### src/rtl/irq_dispatch12_pkg.sv
// Shared definitions for the 12-line interrupt dispatcher.
//   NUM_IRQ : number of request lines
//   ID_W    : width of an encoded line index
//   state_t : dispatcher FSM states
package irq_dispatch12_pkg;
    localparam int NUM_IRQ = 12;
    localparam int ID_W    = 4;

    typedef enum logic {
        ST_IDLE    = 1'b0,
        ST_PRESENT = 1'b1
    } state_t;
endpackage

### src/rtl/irq_dispatch12_prio_enc12.sv
// Combinational fixed-priority encoder: bit 0 of eligible has the highest
// priority, bit 11 the lowest.
//   eligible : pending & ~mask request vector
//   idx      : index of the lowest-numbered set bit (0 when none set)
//   any      : at least one eligible bit set
module prio_enc12
    import irq_dispatch12_pkg::*;
(
    input  logic [0:NUM_IRQ-1] eligible,
    output logic [ID_W-1:0]    idx,
    output logic               any
);

    // Scan from the lowest priority upward so the last hit is the winner.
    always_comb begin
        idx = '0;
        any = 1'b0;
        for (int i = NUM_IRQ - 1; i >= 0; i--) begin
            if (eligible[i]) begin
                idx = ID_W'(i);
                any = 1'b1;
            end
        end
    end

endmodule

### src/rtl/irq_dispatch12.sv
// Edge-triggered interrupt dispatcher with 12 prioritized request lines.
// Rising edges latch into pending; the highest-priority unmasked pending line
// is presented as a vector and held until acknowledged. A second edge on a
// line that is still pending sets its sticky overrun flag.
//   clk       : clock, rising-edge active
//   rst_n     : asynchronous active-low reset
//   irq_in    : request lines, bit 0 highest priority
//   mask      : 1 = line held back from dispatch (still latched)
//   vec_ack   : consumer accepts the presented vector
//   clr_ovr   : pulse clearing all overrun flags
//   vec_valid : a vector is presented
//   vec_id    : index of the presented line
//   pending   : latched, not-yet-serviced requests
//   ovr       : sticky overrun flags
module irq_dispatch12
    import irq_dispatch12_pkg::*;
(
    input  logic               clk,
    input  logic               rst_n,
    input  logic [0:NUM_IRQ-1] irq_in,
    input  logic [0:NUM_IRQ-1] mask,
    input  logic               vec_ack,
    input  logic               clr_ovr,
    output logic               vec_valid,
    output logic [ID_W-1:0]    vec_id,
    output logic [0:NUM_IRQ-1] pending,
    output logic [0:NUM_IRQ-1] ovr
);

    state_t             state_reg;
    logic [0:NUM_IRQ-1] irq_prev_reg;
    logic [0:NUM_IRQ-1] rise;
    logic [0:NUM_IRQ-1] eligible;
    logic [0:NUM_IRQ-1] pending_next;
    logic [0:NUM_IRQ-1] ovr_next;
    logic [ID_W-1:0]    sel_idx;
    logic               sel_any;
    logic               ack_fire;

    // Acknowledge only means something while a vector is presented.
    assign ack_fire = (state_reg == ST_PRESENT) && vec_ack;
    assign eligible = pending & ~mask;

    prio_enc12 u_prio_enc12 (
        .eligible (eligible),
        .idx      (sel_idx),
        .any      (sel_any)
    );

    for (genvar gi = 0; gi < NUM_IRQ; gi++) begin : g_line
        logic ack_this;
        assign ack_this = ack_fire && (vec_id == ID_W'(gi));
        assign rise[gi] = irq_in[gi] & ~irq_prev_reg[gi];
        // A fresh edge beats the acknowledge clearing the same line.
        assign pending_next[gi] = rise[gi] | (pending[gi] & ~ack_this);
        // An edge coincident with its own acknowledge is a new request, not an
        // overrun. A set event beats clr_ovr for its bit.
        assign ovr_next[gi] = (rise[gi] & pending[gi] & ~ack_this)
                            | (ovr[gi] & ~clr_ovr);
    end

    always_ff @(posedge clk or negedge rst_n) begin
        if (!rst_n) begin
            irq_prev_reg <= '0;
            pending      <= '0;
            ovr          <= '0;
            vec_valid    <= 1'b0;
            vec_id       <= '0;
            state_reg    <= ST_IDLE;
        end else begin
            irq_prev_reg <= irq_in;
            pending      <= pending_next;
            ovr          <= ovr_next;
            case (state_reg)
                ST_IDLE: begin
                    if (sel_any) begin
                        vec_id    <= sel_idx;
                        vec_valid <= 1'b1;
                        state_reg <= ST_PRESENT;
                    end
                end
                ST_PRESENT: begin
                    // Returning to IDLE forces at least one cycle with
                    // vec_valid low before the next vector.
                    if (vec_ack) begin
                        vec_valid <= 1'b0;
                        state_reg <= ST_IDLE;
                    end
                end
                default: begin
                    vec_valid <= 1'b0;
                    state_reg <= ST_IDLE;
                end
            endcase
        end
    end

endmodule

### config.mk
export PLATFORM = sky130hd
export DESIGN_NAME = irq_dispatch12
export DESIGN_NICKNAME = d
export VERILOG_FILES = /design/src/rtl/irq_dispatch12_pkg.sv /design/src/rtl/irq_dispatch12_prio_enc12.sv /design/src/rtl/irq_dispatch12.sv
export SDC_FILE = /design/constraint.sdc
export NUM_CORES = 1
export LEC_CHECK = 0
export ABC_AREA = 1
export BUFFER_PORTS_ARGS = -buffer_cell sky130_fd_sc_hd__buf_2
export CORE_AREA = 10 10 69 71
export CTS_CLUSTER_SIZE = 12
export DETAILED_ROUTE_END_ITERATION = 7
export DIE_AREA = 0 0 79 81
export GPL_TIMING_DRIVEN = 0
export PLACE_DENSITY = 0.91
export SLEW_MARGIN = 20
export SYNTH_ARGS = -nofsm -noshare
export SYNTH_HDL_FRONTEND = slang
export SYNTH_SLANG_ARGS = --single-unit
export TNS_END_PERCENT = 50
### constraint.sdc
create_clock -name clk -period 2.2 [get_ports clk]
set_clock_uncertainty 0.05 [all_clocks]
set_input_delay 0.44 -clock clk [delete_from_list [all_inputs] [get_ports clk]]
set_output_delay 0.44 -clock clk [all_outputs]
set_load 0.02 [all_outputs]
# == Word-level counts from Yosys, hierarchy flattened ==
# Cells that the tools add are included.
# classes
eq_ne,13
muxes,30
bitwise_logic,112
n_reduce_logical,16
# ops
operator,count
$and 1x1->1,60
$mux 4,12
$not 1->1,26
$or 1x1->1,24
$eq 4x3->1 const B,4
$eq 4x4->1 const B,4
$mux 1,16
$logic_and 1x1->1,13
$and 12x12->12,1
$not 12->12,1
$eq 4x2->1 const B,2
$eq 4x1->1 const B,1
$logic_not 4->1,1
$ne 2x2->1 const B,2
$pmux 1 s2,2
$reduce_and 2->1,2
# word_totals
ff_bits,42
inputBits,28
output_inout_bits,29
word_cells,177

# == Logic depth before layout (Yosys ltp) ==
# depth
ltp_word,16
depth_mapped,14
ltp_nobuf,14

# == Modules after synthesis ==
# Synthesis repeated with hierarchy kept, for this count alone.
# unflattened
hier_cells,238
area_unflattened_um2,1890.6
# by_module_without_submodules
module,n_inst,cells_per_inst,area_per_inst_um2,seq_area_each_um2
irq_dispatch12,1,203,1735.4,1051.0
prio_enc12,1,35,155.1,0.0

# == Worst setup path after synthesis ==
# Ideal clock, no wire load.
# synth_timing
kind,reg-to-reg
startpoint,reg pending[3] (netlist name)
endpoint,reg vec_valid
setup_ps,117
arrival_time_ps,1195
required_time_ps,2033
path_slack_ps,838
path_stages_with_launch,9
n_path_buf,0
period_less_slack_ps,1362
cell_sequence,dfrtp_1 -> nand2_2 -> nand2_2 -> nor2_1 -> nand2_2 -> a21oi_4 -> inv_2 -> o21ai_1 -> inv_1
# synth_via
elab_chain_cells,7
# synth_lines
item,line_no,source
from (decl),irq_dispatch12.sv:26,"output logic [0:NUM_IRQ-1] pending,"
from (signal assigned),irq_dispatch12.sv:72,pending <= pending_next;
$and 12x12->12,irq_dispatch12.sv:42,assign eligible = pending & ~mask;
$mux 1 (4 in a row),irq_dispatch12_prio_enc12.sv:19,if (eligible[i]) begin
$ne 2x2->1 (no line),n/a,
$reduce_and 2->1 (no line),n/a,
to (signal assigned),irq_dispatch12.sv:67,vec_valid <= 1'b0;
to (signal assigned),irq_dispatch12.sv:78,vec_valid <= 1'b1;
to (signal assigned),irq_dispatch12.sv:86,vec_valid <= 1'b0;
to (decl),irq_dispatch12.sv:24,"output logic vec_valid,"
# No other way between the ends.
# A chain may end at the register's enable or synchronous reset.

# == Final worst setup path ==
# layout_timing
startpoint,reg vec_id[0]
endpoint,out vec_id[0]
# layout_lines
item,line_no,source
from (decl),irq_dispatch12.sv:25,"output logic [ID_W-1:0] vec_id,"
from (signal assigned),irq_dispatch12.sv:77,vec_id <= sel_idx;
# No word-level cell between the ends.

==> impl_metrics.ini <==
[synth]
synth_edf_count = 0
synthTopCellsByArea = dfrtp_1, nand2_1, inv_1
seq_area_frac_synth_pct = 59.9
postSynth.asyncResetShare_pct = 100
synth-main-ff-cell = dfrtp_1
postSynthCellCount = 205
synth_seq_cells = 42
yosys.area.top_type = dfrtp_1
avgSynthCellArea_um2 = 8.56
syn-num-nets = 233
synth_most_common_cell = nand2_1
netlist.area_leader.share_pct = 59.9
yosys-top-cells-count = nand2_1, inv_1, dfrtp_1
synthDistinctLibCells = 16
ys.warnings.count = 0
syn-cell-area_mm2 = 0.00176

[die]
fp.dieW_um = 79
die-area_mm2 = 0.00640
core_area_mm2 = 0.00352
start_util_pct = 49.8
ioPinCount = 57
num_rows = 22
die_h_um = 81

[timing]
slew_violations = 0
period_share_pct = 66.9
period_needed_ns = 1.47
max_slew_margin_pct = 38.9
worst_slew_pin_slew_ns = 0.917
setup_tns_ns = 0
timing.fmax_mhz = 680
final-setup-viol-count = 0
hold_viol = 0
grt_setup_unrepaired = false

[grt]
grtUsageTotal_pct = 13.0
grt_pass1_vias = 1534
grt.overflow.total = 0
grt_pass1_wl_mm = 6.56
antenna_found_initial = 0
grt_max_degree = 43

[cells_and_area]
final_cell_area_mm2 = 0.00221
drive_gt1_share_pct = 28.3
area_growth_pct = 25.7
fill_cells = 346
antenna_cells = 0
nets = 296

[worst_setup_path]
crit_family = flip-flops
arrival_ns = 0.98
r2r-end = vec_valid
rrSetupSlack_ns = 0.76
reg2reg_from = pending[1]
worstPathRequired_ns = 1.71
critPathLaunchType = flop
crit_path_top_delay_cell = dfrtp_1
worstPathMaxFanout = 6
critPathMaxStageDelay_ns = 0.44
crit_chain = buf_2
path_buf_inv = 1
end_kind = output port
ff2ff_path_depth = 8
critPathKind = flop to output port

[drt]
drtAntennaViolNets = 0
drtIter0Drc = 99
drt_wl_total_mm = 4.00
routed-via-count = 1463
wire_per_inst_um = 12.6
vias_per_cell = 4.62
drc = 0
first_pass_iters = 4

[clocking]
cts_setup_buffers = 0
ctsResizeCount = 0
cts_root_buffer = clkbuf_4
htree_levels = 2
clock_latency_ns = 0.34
clock_sinks = 42
cts_buffer_depth = 2
hold_buffers = 0
cts_tree = yes
numCtsBuffers = 5
clk_pin_slew_ns = 0.12

[job]
maxCapViolations = 0

[pwr]
vdd_drop_max_uv = 619
leakage_nw = 1.25
power.total_mw = 2.48
power_density_mw_per_mm2 = 1130

[hold_path]
min_to = irq_prev_reg[0]
hold-path-cell-count = 1
worstHoldStart = irq_in[0]
hold_path_class = primary input to flop

[placement]
port_buffers = 56
post_dp_cell_area_mm2 = 0.00210
dp_hpwl_mm = 3.23
place_congestion = 0.836

[status]
status = finished clean
layer usage:
layer	vias to the layer above	wire length [µm]	track usage (%)
met3	2	313	6.18
met4	0	21	4.48
li1	750	-	-
met1	676	1620	12.9
met5	-	0	0
met2	35	2050	23.4
through the flow:
| step | utilization (%) | hold WS [ns] | instances | worst slack, ns |
|---|---|---|---|---|
| finish | 62.6 | 0.155 | 317 | 0.729 |
| global route | 62.6 | 0.121 | 317 | 0.620 |
| CTS | 62.6 | 0.142 | 317 | 0.703 |
| detailed placement | 59.5 | 0.427 | 309 | 0.654 |
| global placement | 59.5 | 0.415 | 309 | 0.690 |
| floorplan | - | 0.0944 | 205 | 0.838 |
cell type report:
type,instances,area [µm²],area share (%)
buffer,1,3.75,0.170
clock buffer,6,51.3,2.32
clock inverter,2,60.1,2.72
inverter,45,169,7.65
multi-input combinational,117,532,24.1
sequential,42,1050,47.6
tap,48,60.1,2.72
timing repair buffer,56,280,12.7
cells in the final DEF (no fill, tap or decap):
| cell | Yosys | routed |
|---|---|---|
| a21oi_4 | 1 | 1 |
| a31oi_1 | 1 | 1 |
| buf_2 | 0 | 56 |
| bufinv_16 | 0 | 2 |
| clkbuf_1 | 1 | 1 |
| clkbuf_4 | 0 | 5 |
| clkbuf_8 | 0 | 1 |
| dfrtp_1 | 42 | 42 |
| inv_1 | 44 | 44 |
| inv_2 | 1 | 1 |
| nand2_1 | 72 | 72 |
| nand2_2 | 5 | 5 |
| nand3_1 | 4 | 4 |
| nor2_1 | 10 | 10 |
| nor2_2 | 3 | 3 |
| nor3_2 | 1 | 1 |
| o21ai_0 | 2 | 2 |
| o21ai_1 | 3 | 3 |
| o21ai_2 | 1 | 1 |
| o22ai_1 | 14 | 14 |
worst max-delay path by stage:
stage / start / to / slack, ns / depth (start not counted)
2_1_floorplan: pending[3] / vec_valid / 0.84 / 8
3_3_place_gp: mask[6] / vec_id[1] / 0.69 / 10
3_5_place_dp: mask[6] / vec_valid / 0.65 / 10
4_1_cts: vec_id[0] / vec_id[0] / 0.70 / 1
5_1_grt: pending[6] / vec_valid / 0.62 / 8
6_report: vec_id[0] / vec_id[0] / 0.73 / 1
power by group:
group | internal [mW] | leakage, nW | switching, mW
registers | 0.925 | 0.473 | 0.117
clock network | 0.385 | 0.0585 | 0.241
logic | 0.264 | 0.724 | 0.552
total | 1.57 | 1.25 | 0.910
logic make-up (layout without fill, tap and decap cells):
| kind of cell | Yosys count | count (layout) | share of synthesized area (%) |
|---|---|---|---|
| compound gates | 22 | 22 | 8.20 |
| buf+inv | 46 | 110 | 9.84 |
| simple gates | 95 | 95 | 22.1 |
| flops | 42 | 42 | 59.9 |
(Power assumes the default switching activity.)
